<file path="config.mk">
export PLATFORM = sky130hd
export DESIGN_NAME = seq_divider_flat
export DESIGN_NICKNAME = d
export VERILOG_FILES = /design/src/rtl/seq_divider_if.sv /design/src/rtl/seq_divider.sv /design/src/flat_wrapper.sv
export SDC_FILE = /design/constraint.sdc
export NUM_CORES = 1
export LEC_CHECK = 0
export CAP_MARGIN = 20
export CORE_ASPECT_RATIO = 2
export CORE_MARGIN = 2
export CORE_UTILIZATION = 57
export CTS_CLUSTER_SIZE = 40
export DETAILED_ROUTE_END_ITERATION = 12
export PLACE_DENSITY = 0.77
export SETUP_SLACK_MARGIN = 0.15
export SKIP_LAST_GASP = 1
export SYNTH_ARGS = -nofsm -noshare
export SYNTH_HDL_FRONTEND = slang
export SYNTH_SLANG_ARGS = --single-unit
export TNS_END_PERCENT = 30
</file>
<file path="constraint.sdc">
create_clock -name clk -period 8.8 [get_ports clk]
set_clock_uncertainty 0.2 [all_clocks]
set_input_delay 2.64 -clock clk [delete_from_list [all_inputs] [get_ports clk]]
set_output_delay 2.64 -clock clk [all_outputs]
set_load 0.1 [all_outputs]
</file>
<file path="src/rtl/seq_divider_if.sv">
// Operand/result handshake bundle for the sequential divider.
interface seq_divider_if #(
    parameter int unsigned WIDTH = 32
);
    logic                 in_valid;
    logic                 in_ready;
    logic                 signed_op;
    logic [2*WIDTH-1:0]   dividend;
    logic [WIDTH-1:0]     divisor;
    logic                 out_valid;
    logic                 out_ready;
    logic [WIDTH-1:0]     quotient;
    logic [WIDTH-1:0]     remainder;
    logic                 error_divide_by_zero;
    logic                 overflow;

    modport master (
        output in_valid, signed_op, dividend, divisor, out_ready,
        input  in_ready, out_valid, quotient, remainder, error_divide_by_zero, overflow
    );

    modport slave (
        input  in_valid, signed_op, dividend, divisor, out_ready,
        output in_ready, out_valid, quotient, remainder, error_divide_by_zero, overflow
    );
endinterface

</file>
<file path="src/rtl/seq_divider.sv">
// Iterative non-restoring divider: 2*WIDTH / WIDTH -> WIDTH quotient and remainder.
module seq_divider #(
    parameter int unsigned ARCH           = 0,
    parameter int unsigned WIDTH          = 32,
    parameter int unsigned GRP_WIDTH      = 4,
    parameter int unsigned BITS_PER_CYCLE = 1
) (
    input  logic          clk,
    input  logic          rst_n,
    seq_divider_if.slave  bus
);
    localparam int unsigned W     = WIDTH;
    localparam int unsigned RW    = WIDTH + 2;   // signed partial remainder, holds +-2*divisor
    localparam int unsigned STEPS = WIDTH / BITS_PER_CYCLE;
    localparam int unsigned CW    = $clog2(STEPS + 1);
    localparam logic [W-1:0] Q_HALF = {1'b1, {(W-1){1'b0}}};

    typedef enum logic [1:0] {IDLE, CALC, FIX, DONE} state_e;

    state_e          state_q, state_d;
    logic [CW-1:0]   cnt_q, cnt_d;
    logic [RW-1:0]   acc_q, acc_d;
    logic [W-1:0]    qr_q, qr_d;
    logic [W-1:0]    dvs_q, dvs_d;
    logic [W-1:0]    lo_q, lo_d;
    logic            sgn_q, sgn_d;
    logic            qneg_q, qneg_d;
    logic            rneg_q, rneg_d;
    logic            in_ready_q, in_ready_d;
    logic            out_valid_q, out_valid_d;
    logic [W-1:0]    quo_q, quo_d;
    logic [W-1:0]    rem_q, rem_d;
    logic            dbz_q, dbz_d;
    logic            ovf_q, ovf_d;

    logic            dvd_neg, dvs_neg, sub, ovf_chk;
    logic [2*W:0]    dvd_ext, dvd_mag;
    logic [W:0]      dvs_ext, dvs_mag;
    logic [RW-1:0]   calc_acc, calc_sh;
    logic [W-1:0]    calc_q, rem_mag;

    // One adder/subtracter row: a + b or a - b, ripple or carry-select.
    function automatic logic [RW-1:0] add_sub_row(input logic [RW-1:0] a,
                                                  input logic [RW-1:0] b,
                                                  input logic          do_sub);
        logic [RW-1:0] bx, s, s0, s1;
        logic          c, c0, c1;
        bx = b ^ {RW{do_sub}};
        s  = '0;
        s0 = '0;
        s1 = '0;
        c  = do_sub;
        if (ARCH == 0) begin
            s = a + bx + RW'(do_sub);
        end else begin
            for (int g = 0; g < int'(RW); g += int'(GRP_WIDTH)) begin
                c0 = 1'b0;
                c1 = 1'b1;
                for (int i = g; i < g + int'(GRP_WIDTH) && i < int'(RW); i++) begin
                    s0[i] = a[i] ^ bx[i] ^ c0;
                    c0    = (a[i] & bx[i]) | (c0 & (a[i] ^ bx[i]));
                    s1[i] = a[i] ^ bx[i] ^ c1;
                    c1    = (a[i] & bx[i]) | (c1 & (a[i] ^ bx[i]));
                end
                for (int i = g; i < g + int'(GRP_WIDTH) && i < int'(RW); i++) begin
                    s[i] = c ? s1[i] : s0[i];
                end
                c = c ? c1 : c0;
            end
        end
        return s;
    endfunction

    // State and datapath registers.
    always_ff @(posedge clk or negedge rst_n) begin
        if (!rst_n) begin
            state_q     <= IDLE;
            cnt_q       <= '0;
            acc_q       <= '0;
            qr_q        <= '0;
            dvs_q       <= '0;
            lo_q        <= '0;
            sgn_q       <= 1'b0;
            qneg_q      <= 1'b0;
            rneg_q      <= 1'b0;
            in_ready_q  <= 1'b0;
            out_valid_q <= 1'b0;
            quo_q       <= '0;
            rem_q       <= '0;
            dbz_q       <= 1'b0;
            ovf_q       <= 1'b0;
        end else begin
            state_q     <= state_d;
            cnt_q       <= cnt_d;
            acc_q       <= acc_d;
            qr_q        <= qr_d;
            dvs_q       <= dvs_d;
            lo_q        <= lo_d;
            sgn_q       <= sgn_d;
            qneg_q      <= qneg_d;
            rneg_q      <= rneg_d;
            in_ready_q  <= in_ready_d;
            out_valid_q <= out_valid_d;
            quo_q       <= quo_d;
            rem_q       <= rem_d;
            dbz_q       <= dbz_d;
            ovf_q       <= ovf_d;
        end
    end

    // Next-state, iteration datapath and result formatting.
    always_comb begin
        state_d = state_q;
        cnt_d   = cnt_q;
        acc_d   = acc_q;
        qr_d    = qr_q;
        dvs_d   = dvs_q;
        lo_d    = lo_q;
        sgn_d   = sgn_q;
        qneg_d  = qneg_q;
        rneg_d  = rneg_q;
        quo_d   = quo_q;
        rem_d   = rem_q;
        dbz_d   = dbz_q;
        ovf_d   = ovf_q;

        // Operand magnitudes, one bit wider so the most-negative value does not wrap.
        dvd_neg = bus.signed_op & bus.dividend[2*W-1];
        dvs_neg = bus.signed_op & bus.divisor[W-1];
        dvd_ext = {dvd_neg, bus.dividend};
        dvs_ext = {dvs_neg, bus.divisor};
        dvd_mag = dvd_neg ? -dvd_ext : dvd_ext;
        dvs_mag = dvs_neg ? -dvs_ext : dvs_ext;

        // BITS_PER_CYCLE unrolled non-restoring steps, quotient MSB first.
        calc_acc = acc_q;
        calc_q   = qr_q;
        sub      = 1'b0;
        calc_sh  = '0;
        for (int k = 0; k < int'(BITS_PER_CYCLE); k++) begin
            sub       = ~calc_acc[RW-1];
            calc_sh   = {calc_acc[RW-2:0], calc_q[W-1]};
            calc_q    = {calc_q[W-2:0], 1'b0};
            calc_acc  = add_sub_row(calc_sh, {2'b00, dvs_q}, sub);
            calc_q[0] = ~calc_acc[RW-1];
        end

        rem_mag = acc_q[RW-1] ? W'(add_sub_row(acc_q, {2'b00, dvs_q}, 1'b0)) : acc_q[W-1:0];
        ovf_chk = sgn_q && (qr_q > (qneg_q ? Q_HALF : Q_HALF - W'(1)));

        case (state_q)
            IDLE: begin
                if (bus.in_valid && in_ready_q) begin
                    sgn_d  = bus.signed_op;
                    qneg_d = dvd_neg ^ dvs_neg;
                    rneg_d = dvd_neg;
                    lo_d   = bus.dividend[W-1:0];
                    dvs_d  = dvs_mag[W-1:0];
                    acc_d  = {2'b00, dvd_mag[2*W-1:W]};
                    qr_d   = dvd_mag[W-1:0];
                    cnt_d  = '0;
                    if (bus.divisor == '0) begin
                        state_d = DONE;
                        dbz_d   = 1'b1;
                        ovf_d   = 1'b0;
                        quo_d   = '1;
                        rem_d   = bus.dividend[W-1:0];
                    end else if (dvd_mag[2*W:W] >= dvs_mag) begin
                        state_d = DONE;
                        dbz_d   = 1'b0;
                        ovf_d   = 1'b1;
                        quo_d   = '1;
                        rem_d   = bus.dividend[W-1:0];
                    end else begin
                        state_d = CALC;
                    end
                end
            end
            CALC: begin
                acc_d = calc_acc;
                qr_d  = calc_q;
                cnt_d = cnt_q + CW'(1);
                if (cnt_q == CW'(STEPS - 1)) begin
                    state_d = FIX;
                end
            end
            FIX: begin
                state_d = DONE;
                dbz_d   = 1'b0;
                if (ovf_chk) begin
                    ovf_d = 1'b1;
                    quo_d = '1;
                    rem_d = lo_q;
                end else begin
                    ovf_d = 1'b0;
                    quo_d = qneg_q ? -qr_q : qr_q;
                    rem_d = rneg_q ? -rem_mag : rem_mag;
                end
            end
            DONE: begin
                if (bus.out_ready) begin
                    state_d = IDLE;
                    dbz_d   = 1'b0;
                    ovf_d   = 1'b0;
                end
            end
            default: state_d = IDLE;
        endcase

        in_ready_d  = (state_d == IDLE);
        out_valid_d = (state_d == DONE);
    end

    assign bus.in_ready             = in_ready_q;
    assign bus.out_valid            = out_valid_q;
    assign bus.quotient             = quo_q;
    assign bus.remainder            = rem_q;
    assign bus.error_divide_by_zero = dbz_q;
    assign bus.overflow             = ovf_q;
endmodule

</file>
<file path="src/flat_wrapper.sv">
// flat-port wrapper written by rule: the top's interface ports become plain ports
module seq_divider_flat 
#(
    parameter int unsigned ARCH           = 0,
    parameter int unsigned WIDTH          = 32,
    parameter int unsigned GRP_WIDTH      = 4,
    parameter int unsigned BITS_PER_CYCLE = 1
)
  (clk, rst_n, bus_in_valid, bus_signed_op, bus_dividend, bus_divisor, bus_out_ready, bus_in_ready, bus_out_valid, bus_quotient, bus_remainder, bus_error_divide_by_zero, bus_overflow);
  seq_divider_if #(.WIDTH(WIDTH)) bus_i ();
  input  logic clk;
  input  logic rst_n;
  input wire logic [$bits(bus_i.in_valid)-1:0] bus_in_valid;
  input wire logic [$bits(bus_i.signed_op)-1:0] bus_signed_op;
  input wire logic [$bits(bus_i.dividend)-1:0] bus_dividend;
  input wire logic [$bits(bus_i.divisor)-1:0] bus_divisor;
  input wire logic [$bits(bus_i.out_ready)-1:0] bus_out_ready;
  output wire logic [$bits(bus_i.in_ready)-1:0] bus_in_ready;
  output wire logic [$bits(bus_i.out_valid)-1:0] bus_out_valid;
  output wire logic [$bits(bus_i.quotient)-1:0] bus_quotient;
  output wire logic [$bits(bus_i.remainder)-1:0] bus_remainder;
  output wire logic [$bits(bus_i.error_divide_by_zero)-1:0] bus_error_divide_by_zero;
  output wire logic [$bits(bus_i.overflow)-1:0] bus_overflow;
  assign bus_i.in_valid = bus_in_valid;
  assign bus_i.signed_op = bus_signed_op;
  assign bus_i.dividend = bus_dividend;
  assign bus_i.divisor = bus_divisor;
  assign bus_i.out_ready = bus_out_ready;
  assign bus_in_ready = bus_i.in_ready;
  assign bus_out_valid = bus_i.out_valid;
  assign bus_quotient = bus_i.quotient;
  assign bus_remainder = bus_i.remainder;
  assign bus_error_divide_by_zero = bus_i.error_divide_by_zero;
  assign bus_overflow = bus_i.overflow;
  seq_divider #(.ARCH(ARCH), .WIDTH(WIDTH), .GRP_WIDTH(GRP_WIDTH), .BITS_PER_CYCLE(BITS_PER_CYCLE)) u_core (.clk(clk), .rst_n(rst_n), .bus(bus_i));
endmodule
</file>
==> results.toml <==
[run_status]
status = "completed"

[timing]
hold_viol_final = 0
fin_crit_ns = 8.31
setup_viol = 0
slew_violations = 0
fin_crit_sh_pct = 94.5
fmax_mhz = 120
rsz0062_at_grt = "false"
holdWs_ns = 0.277
tightestPinTransition_ns = 1.02
slew-limit-headroom_pct = 31.6

[clock_network]
clk_latency_ns = 0.53
numCtsBuffers = 21
clkSinkCount = 209
htreeDepth = 1
cts_tree = "done"
cts.path.max_buffers = 3
clk_pin_slew_ns = 0.07
cts_resized = 0
postCtsSetupRepairBufs = 0
cts_root_buffer = "clkbuf_16"
cts_hold_buf = 0

[layout]
drive_above_1_share_pct = 5.66
final_common_cell = "nand2_1"
synthToLayoutAreaGrowth_pct = 16.0
diodes = 0
final_cell_mix = "nand2_1 (269), dfrtp_1 (207), o21ai_0 (191)"
stdcell_count = 2667
final_nets = 2517

[die]
die_h_um = 252
die_w_um = 128
core_area_um2 = 30600
num_rows = 91
initial_core_util_pct = 57.4
ioPinCount = 169
die_area_um2 = 32300

[setup_path]
cp.required_ns = 8.98
crit_fanout = 15
path_class = "input port to register"
cp-end-kind = "register"
cp.arrival_ns = 8.49
worstSetupStartpointType = "input port"

[logic_synthesis]
syn-num-nets = 2389
async_flop_share_pct = 100
synth_ff_type = "dfrtp_1"
synth-compound-area-share_pct = 24.8
synth.ff_latch_count = 209
synth-simple-area-share_pct = 19.7
syn_area_um2 = 17600
synth_mux_area_share_pct = 1.97
synthAdderAreaFrac_pct = 9.70
yosys_warnings = 0
synthDistinctLibCells = 92
synth_top_area_share_pct = 29.8
avgSynthCellArea_um2 = 8.16
synth_area_leaders = "dfrtp_1 (30%), ha_1 (9.5%), nand2_1 (5.7%)"
netlist_instances = 2153
synth_top_cell_by_area = "dfrtp_1"
ys_seq_area_share_pct = 29.8
synth_xor_area_share_pct = 11.0
synth_top_family_by_area = "compound AO/OA/AOI/OAI gates"
synth_edf_count = 0

[grt]
grt_first_pass_wirelength_um = 88000
grt_max_degree = 82
antenna_found_initial = 0
grt_usage_pct = 34.1
first_global_vias = 16200
grt-ovfl-total = 0

[job]
max-cap-violations = 0

[drt]
drtIter0Drc = 1448
postRouteAntennaNets = 0
drcViolationCount = 0
num_vias = 17000
firstDrtPassIters = 6
via_per_inst = 6.39
wire_per_inst_um = 20.8
routed_wirelength_um = 55500

[placement]
routabilityCongestion = 0.929
dpl.cell_count = 2630
hpwl_um = 40900
port_buffers = 168

[min_path]
min_path_type = "register to register"
==> metal layers <==
| layer | up-vias | share of wire [%] | track usage [%] |
|---|---|---|---|
| li1 | 8126 | - | - |
| met1 | 8085 | 40 | 43.5 |
| met2 | 677 | 49 | 57.9 |
| met3 | 152 | 5.2 | 2.79 |
| met4 | 0 | 5.6 | 17.0 |
| met5 | - | 0 | 0 |
==> critical path, cell delays in order <==
cell             delay, ns
clkdlybuf4s50_1       0.48
or4_4                 0.59
or4_1                 0.55
nor3_1                0.66
nand4_1               0.25
nor3_1                0.19
buf_4                 0.18
a21oi_1               0.12
a21oi_1               0.26
xnor2_1               0.18
ha_1                  0.28
nand4_1               0.12
nor2_1                0.07
a31oi_1               0.17
a21oi_1               0.10
o311a_1               0.34
o21a_1                0.27
o31a_2                0.49
and3_1                0.21
a221oi_1              0.20
o21ai_0               0.14
==> cell usage after synthesis (19+ instances only) <==
cell type,instances
nor4_1,26
nor2_1,178
nor2b_1,19
o21ai_0,191
xnor2_1,110
nand4_1,26
nor3_1,48
inv_1,39
xor2_1,110
a22oi_1,36
a21o_1,47
a21oi_1,179
nand3_1,46
a31oi_1,22
nand2_1,269
mux2i_1,30
o21a_1,21
or3_1,26
ha_1,133
dfrtp_1,209
clkbuf_1,82
o31ai_1,33
==> registers in the layout, indices dropped and copies added, names as in the netlist <==
register and flops:
u_core.bus.in_ready 1, u_core.state_q 2, u_core.acc_q 34, u_core.qneg_q 1, u_core.dvs_q 32, u_core.qr_q 32
u_core.bus.out_valid 1, u_core.bus.overflow 1, u_core.lo_q 32, u_core.sgn_q 1, u_core.bus.quotient 32, u_core.rneg_q 1
u_core.bus.remainder 32, u_core.bus.error_divide_by_zero 1, u_core.cnt_q 6
==> worst paths after layout <==
| path | end | depth (start not counted) | startpoint | slack, ns |
|---|---|---|---|---|
| worst max-delay path | u_core.bus.remainder[30]$_DFFE_PN0P_ | 21 | bus_dividend[26] | 0.49 |
| max in group asynchronous | u_core.qneg_q$_DFFE_PN0P_ | 2 | rst_n | 4.95 |
| worst min register to register | u_core.lo_q[11]$_DFFE_PN0P_ | 2 | u_core.lo_q[11]$_DFFE_PN0P_ | 0.28 |
| worst max register to register | u_core.qr_q[0]$_DFFE_PN0P_ | 13 | u_core.acc_q[33]$_DFFE_PN0P_ | 3.87 |
| min in group asynchronous | u_core.acc_q[9]$_DFFE_PN0P_ | 1 | rst_n | 1.96 |
| worst min-delay path | u_core.lo_q[11]$_DFFE_PN0P_ | 2 | u_core.lo_q[11]$_DFFE_PN0P_ | 0.28 |
==> logic make-up after synthesis <==
family | count (synthesis)
adders and majority gates | 135
DFF | 209
buffers and inverters | 141
xor gates and xnor gates | 220
muxes | 34
and+or+nand+nor | 727
AOI/OAI and AO/OA | 685
other | 2
==> per-stage QoR <==
step | instance area, um2 | worst slack, ns | util [%] | TNS [ns]
after global routing | 20400 | 0.160 | 66.6 | 0
after floorplan | 17600 | 1.19 | - | 0
after global placement | 19700 | 0.145 | 64.3 | 0
after detailed placement | 19700 | -0.00465 | 64.3 | -0.00465
final | 20400 | 0.485 | 66.6 | 0
after CTS | 20400 | 0.569 | 66.6 | 0
==> area by class of cell <==
cell class,instances,area [um2]
fillers,2622,10200
flip-flops and latches,209,5240
clock inverters,6,87.6
repair buffers,207,1990
multi-input cells,1803,11900
clock buffers,31,613
inverters,39,146
well taps,372,465
Power is left out: the tool's default activity adds up to more than one toggle a clock period on the data nets, which glitch-free logic cannot reach.
